**config.mk**
```make
export PLATFORM = sky130hd
export DESIGN_NAME = zxbus_regs
export DESIGN_NICKNAME = d
export VERILOG_FILES = /design/src/rtl/zxbus_regs.sv
export SDC_FILE = /design/constraint.sdc
export NUM_CORES = 1
export LEC_CHECK = 0
export CORE_AREA = 5 5 153 155
export DETAILED_ROUTE_END_ITERATION = 10
export DIE_AREA = 0 0 158 160
export GPL_TIMING_DRIVEN = 0
export MAX_ROUTING_LAYER = met4
export PLACE_DENSITY = 0.62
export REMOVE_ABC_BUFFERS = 1
export SETUP_SLACK_MARGIN = 0.05
export SLEW_MARGIN = 20
export SYNTH_ARGS = -nofsm -noshare
export SYNTH_HDL_FRONTEND = slang
export SYNTH_SLANG_ARGS = --single-unit
```
**constraint.sdc**
```tcl
create_clock -name clk -period 3.35 [get_ports clk]
set_input_delay 0.67 -clock clk [delete_from_list [all_inputs] [get_ports clk]]
set_output_delay 0.67 -clock clk [all_outputs]
set_load 0.1 [all_outputs]
```
**src/rtl/zxbus_regs.sv**
```systemverilog
// Register/port file behind the zxbus controller: TX FIFO, RX holding register, address shifter, command port.
// Optional scratch register at sel 3 is enabled by defining ZXBUS_REGS_SCRATCH_EN.
module zxbus_regs #(
    parameter int TXDEPTH = 16
) (
    input  logic        clk,
    input  logic        rst_n,
    input  logic        bus_wr_stb,
    input  logic        bus_rd_stb,
    input  logic [1:0]  bus_sel,
    input  logic [7:0]  bus_wdata,
    output logic [7:0]  bus_rdata,
    output logic [7:0]  tx_data,
    output logic        tx_valid,
    input  logic        tx_ready,
    input  logic [7:0]  rx_data,
    input  logic        rx_valid,
    output logic        rx_ready,
    output logic [23:0] flash_addr,
    output logic [6:0]  cmd,
    output logic        cmd_stb,
    input  logic        eng_busy
);
    localparam int AW = $clog2(TXDEPTH);
    localparam logic [AW:0] PTR_ONE = 1;

    typedef enum logic [1:0] {
        SEL_DATA = 2'd0,
        SEL_CMD  = 2'd1,
        SEL_ADDR = 2'd2,
        SEL_SCR  = 2'd3
    } sel_e;

    logic [7:0]  tx_mem [TXDEPTH];
    logic [AW:0] wr_ptr, rd_ptr;
    logic        tx_full, tx_empty;
    logic        rxv, txovf, rxund;
    logic [7:0]  rx_byte;

    // Strobe decode; a write in the same cycle as a read suppresses the read side effect.
    logic wr_data, wr_cmd, wr_ctl, wr_addr, rd_data;
    logic push, pop, flush, rx_take;

    assign wr_data = bus_wr_stb && (bus_sel == SEL_DATA);
    assign wr_cmd  = bus_wr_stb && (bus_sel == SEL_CMD) && !bus_wdata[7];
    assign wr_ctl  = bus_wr_stb && (bus_sel == SEL_CMD) &&  bus_wdata[7];
    assign wr_addr = bus_wr_stb && (bus_sel == SEL_ADDR);
    assign rd_data = bus_rd_stb && !bus_wr_stb && (bus_sel == SEL_DATA);

    assign tx_empty = (wr_ptr == rd_ptr);
    assign tx_full  = (wr_ptr[AW] != rd_ptr[AW]) && (wr_ptr[AW-1:0] == rd_ptr[AW-1:0]);
    assign tx_valid = !tx_empty;
    assign tx_data  = tx_mem[rd_ptr[AW-1:0]];
    assign push     = wr_data && !tx_full;
    assign pop      = tx_valid && tx_ready;
    assign flush    = wr_ctl && bus_wdata[0];
    assign rx_ready = !rxv;
    assign rx_take  = rx_valid && !rxv;

    always_ff @(posedge clk) begin
        if (!rst_n) begin
            wr_ptr <= '0;
            rd_ptr <= '0;
        end else if (flush) begin
            wr_ptr <= '0;
            rd_ptr <= '0;
        end else begin
            if (push) wr_ptr <= wr_ptr + PTR_ONE;
            if (pop)  rd_ptr <= rd_ptr + PTR_ONE;
        end
    end

    always_ff @(posedge clk) begin
        if (push) tx_mem[wr_ptr[AW-1:0]] <= bus_wdata;
    end

    // An accepted engine byte always lands, even against a same-cycle clear.
    always_ff @(posedge clk) begin
        if (!rst_n) begin
            rxv     <= 1'b0;
            rx_byte <= 8'h00;
            txovf   <= 1'b0;
            rxund   <= 1'b0;
        end else begin
            if (rx_take) begin
                rxv     <= 1'b1;
                rx_byte <= rx_data;
            end else if ((rd_data && rxv) || (wr_ctl && bus_wdata[2])) begin
                rxv <= 1'b0;
            end
            if (wr_ctl && bus_wdata[1]) begin
                txovf <= 1'b0;
                rxund <= 1'b0;
            end else begin
                if (wr_data && tx_full) txovf <= 1'b1;
                if (rd_data && !rxv)    rxund <= 1'b1;
            end
        end
    end

    always_ff @(posedge clk) begin
        if (!rst_n) begin
            flash_addr <= 24'h0;
            cmd        <= 7'h0;
            cmd_stb    <= 1'b0;
        end else begin
            cmd_stb <= wr_cmd;
            if (wr_cmd)  cmd <= bus_wdata[6:0];
            if (wr_addr) flash_addr <= {flash_addr[15:0], bus_wdata};
        end
    end

`ifdef ZXBUS_REGS_SCRATCH_EN
    logic [7:0] scratch;

    always_ff @(posedge clk) begin
        if (!rst_n)
            scratch <= 8'h00;
        else if (bus_wr_stb && (bus_sel == SEL_SCR))
            scratch <= bus_wdata;
    end
`endif

    always_comb begin
        bus_rdata = 8'h00;
        case (bus_sel)
            SEL_DATA: bus_rdata = rx_byte;
            SEL_CMD:  bus_rdata = {eng_busy, txovf, rxund, rxv, tx_full, tx_empty, 2'b00};
            SEL_ADDR: bus_rdata = flash_addr[7:0];
`ifdef ZXBUS_REGS_SCRATCH_EN
            SEL_SCR:  bus_rdata = scratch;
`else
            SEL_SCR:  bus_rdata = 8'hFF;
`endif
            default:  bus_rdata = 8'h00;
        endcase
    end
endmodule
```
==> qor_table.md <==
| Metric | This run | Unit |
| --- | --- | --- |
| Outcome | completed | - |
| Top Ports | 75 | - |
| CTS tree | built | - |
| Clk root buf | clkbuf_16 | - |
| CP Max Fanout | 10 | - |
| Vias per cell | 4.99 | - |
| Clk slew on worst S/H paths | 70 | ps |
| Number of antenna diodes | 0 | - |
| Area grow syn2layout | 21.4 | % |
| Total standard cell area after synthesis | 7560 | µm² |
| CP Launch Type | flip-flop | - |
| Worst setup margin | 130 | ps |
| Initial antenna violation count | 0 | - |
| CP cell instances | buf_12 > mux4_1 > mux4_2 > clkdlybuf4s15_2 | - |
| Number of buffers on the longest clock path | 2 | - |
| Arrival time at the worst endpoint | 2550 | ps |
| Number of warning messages in the yosys log | 0 | - |
| Routed length per instance | 19.6 | µm |
| Max Freq | 311 | MHz |
| Starting Density | 34.9 | % |
| Pin count of the biggest net entering global routing | 44 | - |
| Headroom to the max-slew limit | 32.7 | % |
| Longest individual stage delay on the worst path | 630 | ps |
| Share of layout cells above drive strength 1 | 17.3 | % |
| Routability congestion estimate from global placement | 0.816 | - |
| Count of TritonRoute iterations in the first routing pass | 7 | - |
| DP Worst Slack | -584 | ps |
| Comb power frac | 11.1 | % |
| Switching power total | 1.34 | mW |
| Fin area | 9170 | µm² |
| Final setup fails | 0 | - |
| Remaining Overflow, GRT | 0 | - |
| Syn Inst Count | 494 | - |
| Vias in the first global route | 4542 | - |
| Syn_area_per_cell | 15.3 | µm² |
| Net total in the final layout | 601 | - |
| Switching share of power | 27.0 | % |
| Number of clock sinks | 185 | - |
| RSZ-0062 raised after global routing | false | - |
| Final Core Density | 42.3 | % |
| Number of placement rows | 54 | - |
| Detailed Place HPWL | 11000 | µm |
| Clock share of power | 39.1 | % |
| Number of buffers added by the clock tree synthesis step | 17 | - |
| DR iter-0 viols | 244 | - |
| Final worst clock skew | 10.2 | ps |
| Post-route DRC | 0 | - |
| Maximum resistive drop on vdd | 362 | µV |
| Clock period minus final worst setup slack | 3220 | ps |
| Number of vias after detailed routing | 4314 | - |
| Flip-flop and latch count after synthesis | 185 | - |
| Filler cell count | 1935 | - |
| WS Path Type | flip-flop to output port | - |
| Critical path's slowest cell | mux4_1 | - |
| Total Wirelength | 16900 | µm |
| IO Port Bufs | 74 | - |
| Share of synthesized area occupied by flip-flops and latches | 65.9 | % |
| Die Outline Area | 25300 | µm² |
| Hold Violations, Final | 0 | - |
| Count of H-tree levels built during CTS | 4 | - |
| Post-cts hold buffer count | 0 | - |
| Type of the worst min-delay path | flip-flop to flip-flop | - |
| Die width | 158 | µm |
| Library cells used by synthesis | 40 | - |
| Worst-Margin Slew | 1010 | ps |
| Antenna-violating nets left | 0 | - |
| Share of the cycle needed by the critical path after routing | 96.1 | % |
| Wire length of the first global-routing pass | 26000 | µm |
| Chip Height | 160 | µm |
| Area of the placeable core | 21700 | µm² |
| Sequential fraction of design power | 49.8 | % |
| Total global-route track usage | 14.1 | % |
| Final count of pins violating max slew | 0 | - |
| Clock latency on the worst-skew pair | 440 | ps |
| Standby leakage power | 3.04 | nW |
| PwrDens | 543 | nW/µm² |
| Max-cap violations | 0 | - |
| Post-DP Area | 8530 | µm² |
| Internal Power | 3.64 | mW |
| Required time reported for the critical path endpoint | 2680 | ps |
| Kind of capture point of the worst setup path | output port | - |
## final cells by class
class,instances,area (µm²),share of cell area (%)
inverter,5,18.8,0.205
tap,280,350,3.82
clock inverter,15,158,1.72
clock buffer,17,425,4.64
multi-input combinational,277,2420,26.4
sequential,185,4990,54.4
timing repair buffer,85,815,8.88
## cell usage in the layout, fill, tap and decap left out, drive strengths merged, types with 14 or more instances in the layout
master         Yosys  routed
a21oi             14      14
buf               17      20
dfxtp             57      57
clkbuf            10      18
nand2             83      83
a21boi            35      35
mux4              40      40
mux2i             20      20
edfxtp           128     128
clkdlybuf4s50      0      56
nor2              14      14
## path summary, 6_finish.rpt
kind | to | cells after the start | slack (ps) | from
worst max-delay path | tx_data[4] | 4 | 130 | flip-flop
worst min-delay path | flash_addr[22] | 2 | 460 | flash_addr[22]
worst max register to register | tx_mem[1][2] | 6 | 790 | wr_ptr[2]
worst min register to register | flash_addr[22] | 2 | 460 | flash_addr[22]
## through the flow
stage	instances	TNS (ps)	power (mW)	hold WS, ps
3_5_place_dp	823	-46950	3.06	454
4_1_cts	859	0	5.02	464
6_report	864	0	4.98	462
5_1_grt	864	0	5.15	487
2_1_floorplan	467	-517	2.88	431
3_3_place_gp	821	-45420	3.06	448
## cell families after synthesis
logic type               share of synthesized area (%)
flip-flops                                        65.9
AND/OR/NAND/NOR                                   9.10
multiplexers                                      15.7
buffers and inverters                             2.45
adder cells (fa/ha/maj)                          0.828
XOR/XNOR                                         0.695
AO/OA/AOI/OAI                                     5.28
## power by group through the flow
stage	Sequential, mW	Combinational [mW]	Clock (mW)
after CTS	2.48	0.547	1.99
after floorplan	2.58	0.302	0
final	2.48	0.552	1.95
after global routing	2.48	0.582	2.09
after detailed placement	2.55	0.511	0
after global placement	2.55	0.503	0
## registers in the layout, summed over array words and instances, names as in the netlist, named ones only
signal and cells:
tx_mem 128, flash_addr 24, rx_byte 8, cmd 7, rd_ptr 5, wr_ptr 5
cmd_stb 1, rxund 1, rxv 1, txovf 1
## worst max-delay path: cells and delay by family (launching register included)
kind	cells	cell delay, ps
mux	2	1110
buf+inv	2	630
flops	1	380
## Yosys cell counts, drive strengths merged
library cell	instances	area share [%]
and4b	1	0.13
clkbuf	10	0.51
mux2	3	0.45
mux4	40	13
nor3b	1	0.17
or2	1	0.083
a21oi	14	0.93
nor2	14	0.70
xnor2	1	0.12
and3	13	1.1
a21boi	35	3.5
nor2b	10	0.83
nand2b	8	0.66
o22a	4	0.46
nor4	1	0.17
a31oi	1	0.083
mux2i	20	2.6
edfxtp	128	51
inv	5	0.25
o21a	1	0.099
ha	5	0.83
o21ai	1	0.066
nand3	4	0.26
o31a	1	0.12
or4b	1	0.13
xor2	5	0.58
dfxtp	57	15
and2	5	0.41
nand4	3	0.25
nand2	83	4.1
nor4b	1	0.12
buf	17	1.7
## routing by layer
layer | global-route usage, % | vias up | part of all wire (%)
li1 | - | 2014 | -
met1 | 18.4 | 2158 | 45
met2 | 21.9 | 127 | 48
met3 | 3.68 | 15 | 5.3
met4 | 4.11 | 0 | 1.3
met5 | - | - | 0
## repair_timing
item	4_1_cts	5_1_grt
endpoints found under the setup margin	62	20
pin swaps	0	1
gates resized for setup	57	18
buffers inserted	4	5
No activity file was read; power rests on OpenSTA's default activity.
==> variant (same settings) <==
Build with the macro `ZXBUS_REGS_SCRATCH_EN` defined.
--- a/src/rtl/zxbus_regs.sv
+++ b/src/rtl/zxbus_regs.sv
@@ -1,5 +1,7 @@
 // Register/port file behind the zxbus controller: TX FIFO, RX holding register, address shifter, command port.
 // Optional scratch register at sel 3 is enabled by defining ZXBUS_REGS_SCRATCH_EN.
+`define ZXBUS_REGS_SCRATCH_EN
+
 module zxbus_regs #(
     parameter int TXDEPTH = 16
 ) (
Formal check against the unedited RTL: not equivalent (Yosys sat finds a counterexample within 4 cycles, from zero or initial values and one cycle with rst_n low).
==> variant against the original RTL <==
Sequential cell count up 8. Critical path depth is 1 lower. Area after synthesis is 4.9% higher. Total power rose by 2.8%. Synthesized cell count rose by 4.5%. Wire length increased by 1.6%. Setup slack improved by 0.027 ns. Final area up 3.8%. Critical path type is now input pin to output port. Critical endpoint is now bus_rdata[6]. Largest cell class unchanged.
==> variant: results (changes against the original RTL) <==
metric,value,unit,change
outcome,finished clean,,
path_max_fanout,17,,+7
viasPerCell,5.07,,+1.6%
wl_met2,8590,um,+5.0%
relSlewSlack,29.7,%,-2.9 points
hold_end,flash_addr[17],,
met2_usage,22.4,%,+0.52 points
netlist_instances,516,,+4.5%
wl_met3,674,um,-25%
fin_worst_skew,0.0112,ns,+0.000958 ns
wl_per_cell,19.6,um,-0.24%
r2r.worst_path.cells,5,,-1
min-delay-start,flash_addr[17],,
gp_congestion,0.740,,-9.4%
cp_slowest_cell,dlygate4sd2_1,,
leakage,3.21,nW,+5.6%
yosys-top-cells-count,"edfxtp_1 (128), nand2_1 (97), dfxtp_1 (65), a21boi_0 (40), mux4_1 (28)",,
r2r-end,tx_mem[2][2],,
wl_met1,7720,um,+1.3%
drive_above_1_share,13.7,%,-3.6 points
irDropWorstVdd,0.000369,V,+2.1%
grt_max_degree,52,,+18%
swShare,24.7,%,-2.3 points
ys_seq_area_share,64.8,%,-1.1 points
hpwlAfterDp,11200,um,+2.0%
grt_pass1_wl,26600,um,+2.0%
-- variant: cells by family after synthesis --
group,Yosys count,synth area share (%)
compound gates,55,5.08
xor+xnor,6,0.662
fa+ha+maj,5,0.789
buf+inv,32,2.05
flops,193,64.8
mux,69,17.3
simple gates,156,9.26
-- variant: power groups by stage --
stage	Sequential, W	Combinational (W)	Clock (W)
after global routing	0.00258	0.000545	0.00216
after floorplan	0.00268	0.000286	0
final	0.00258	0.000515	0.00203
after global placement	0.00265	0.000489	0
after CTS	0.00258	0.000521	0.00206
after detailed placement	0.00264	0.000513	0
-- variant: repair_timing --
item / CTS / global route
cloned: 0 / 0
resized for setup: 67 / 2
pin swaps: 1 / 0
endpoints found under the setup margin: 113 / 5
setup buffers: 4 / 0
-- variant: per-stage QoR --
stage	cell area [um2]	worst slack [ns]	hold slack, ns
5_1_grt	9520	0.0252	0.488
2_1_floorplan	7790	0.122	0.432
3_5_place_dp	8910	-0.688	0.458
4_1_cts	9520	0.0946	0.468
3_3_place_gp	8880	-1.30	0.456
6_report	9520	0.157	0.464
-- variant: cell type report --
cell class | count | area [um2] | area share (%)
tap | 280 | 350 | 3.68
clock buffer | 21 | 482 | 5.06
inverter | 4 | 15.0 | 0.158
sequential | 193 | 5150 | 54.1
clock inverter | 11 | 116 | 1.22
multi-input combinational | 291 | 2640 | 27.7
timing repair buffer | 80 | 766 | 8.05
-- variant: how the worst max path moves through the flow --
stage,from,endpoint,depth (start not counted)
after global routing,bus_sel[1],bus_rdata[2],3
final,bus_sel[1],bus_rdata[6],3
after floorplan,flip-flop,tx_data[0],2
after global placement,flip-flop,tx_data[2],3
after detailed placement,bus_sel[1],tx_mem[2][0],4
after CTS,bus_sel[0],bus_rdata[1],4
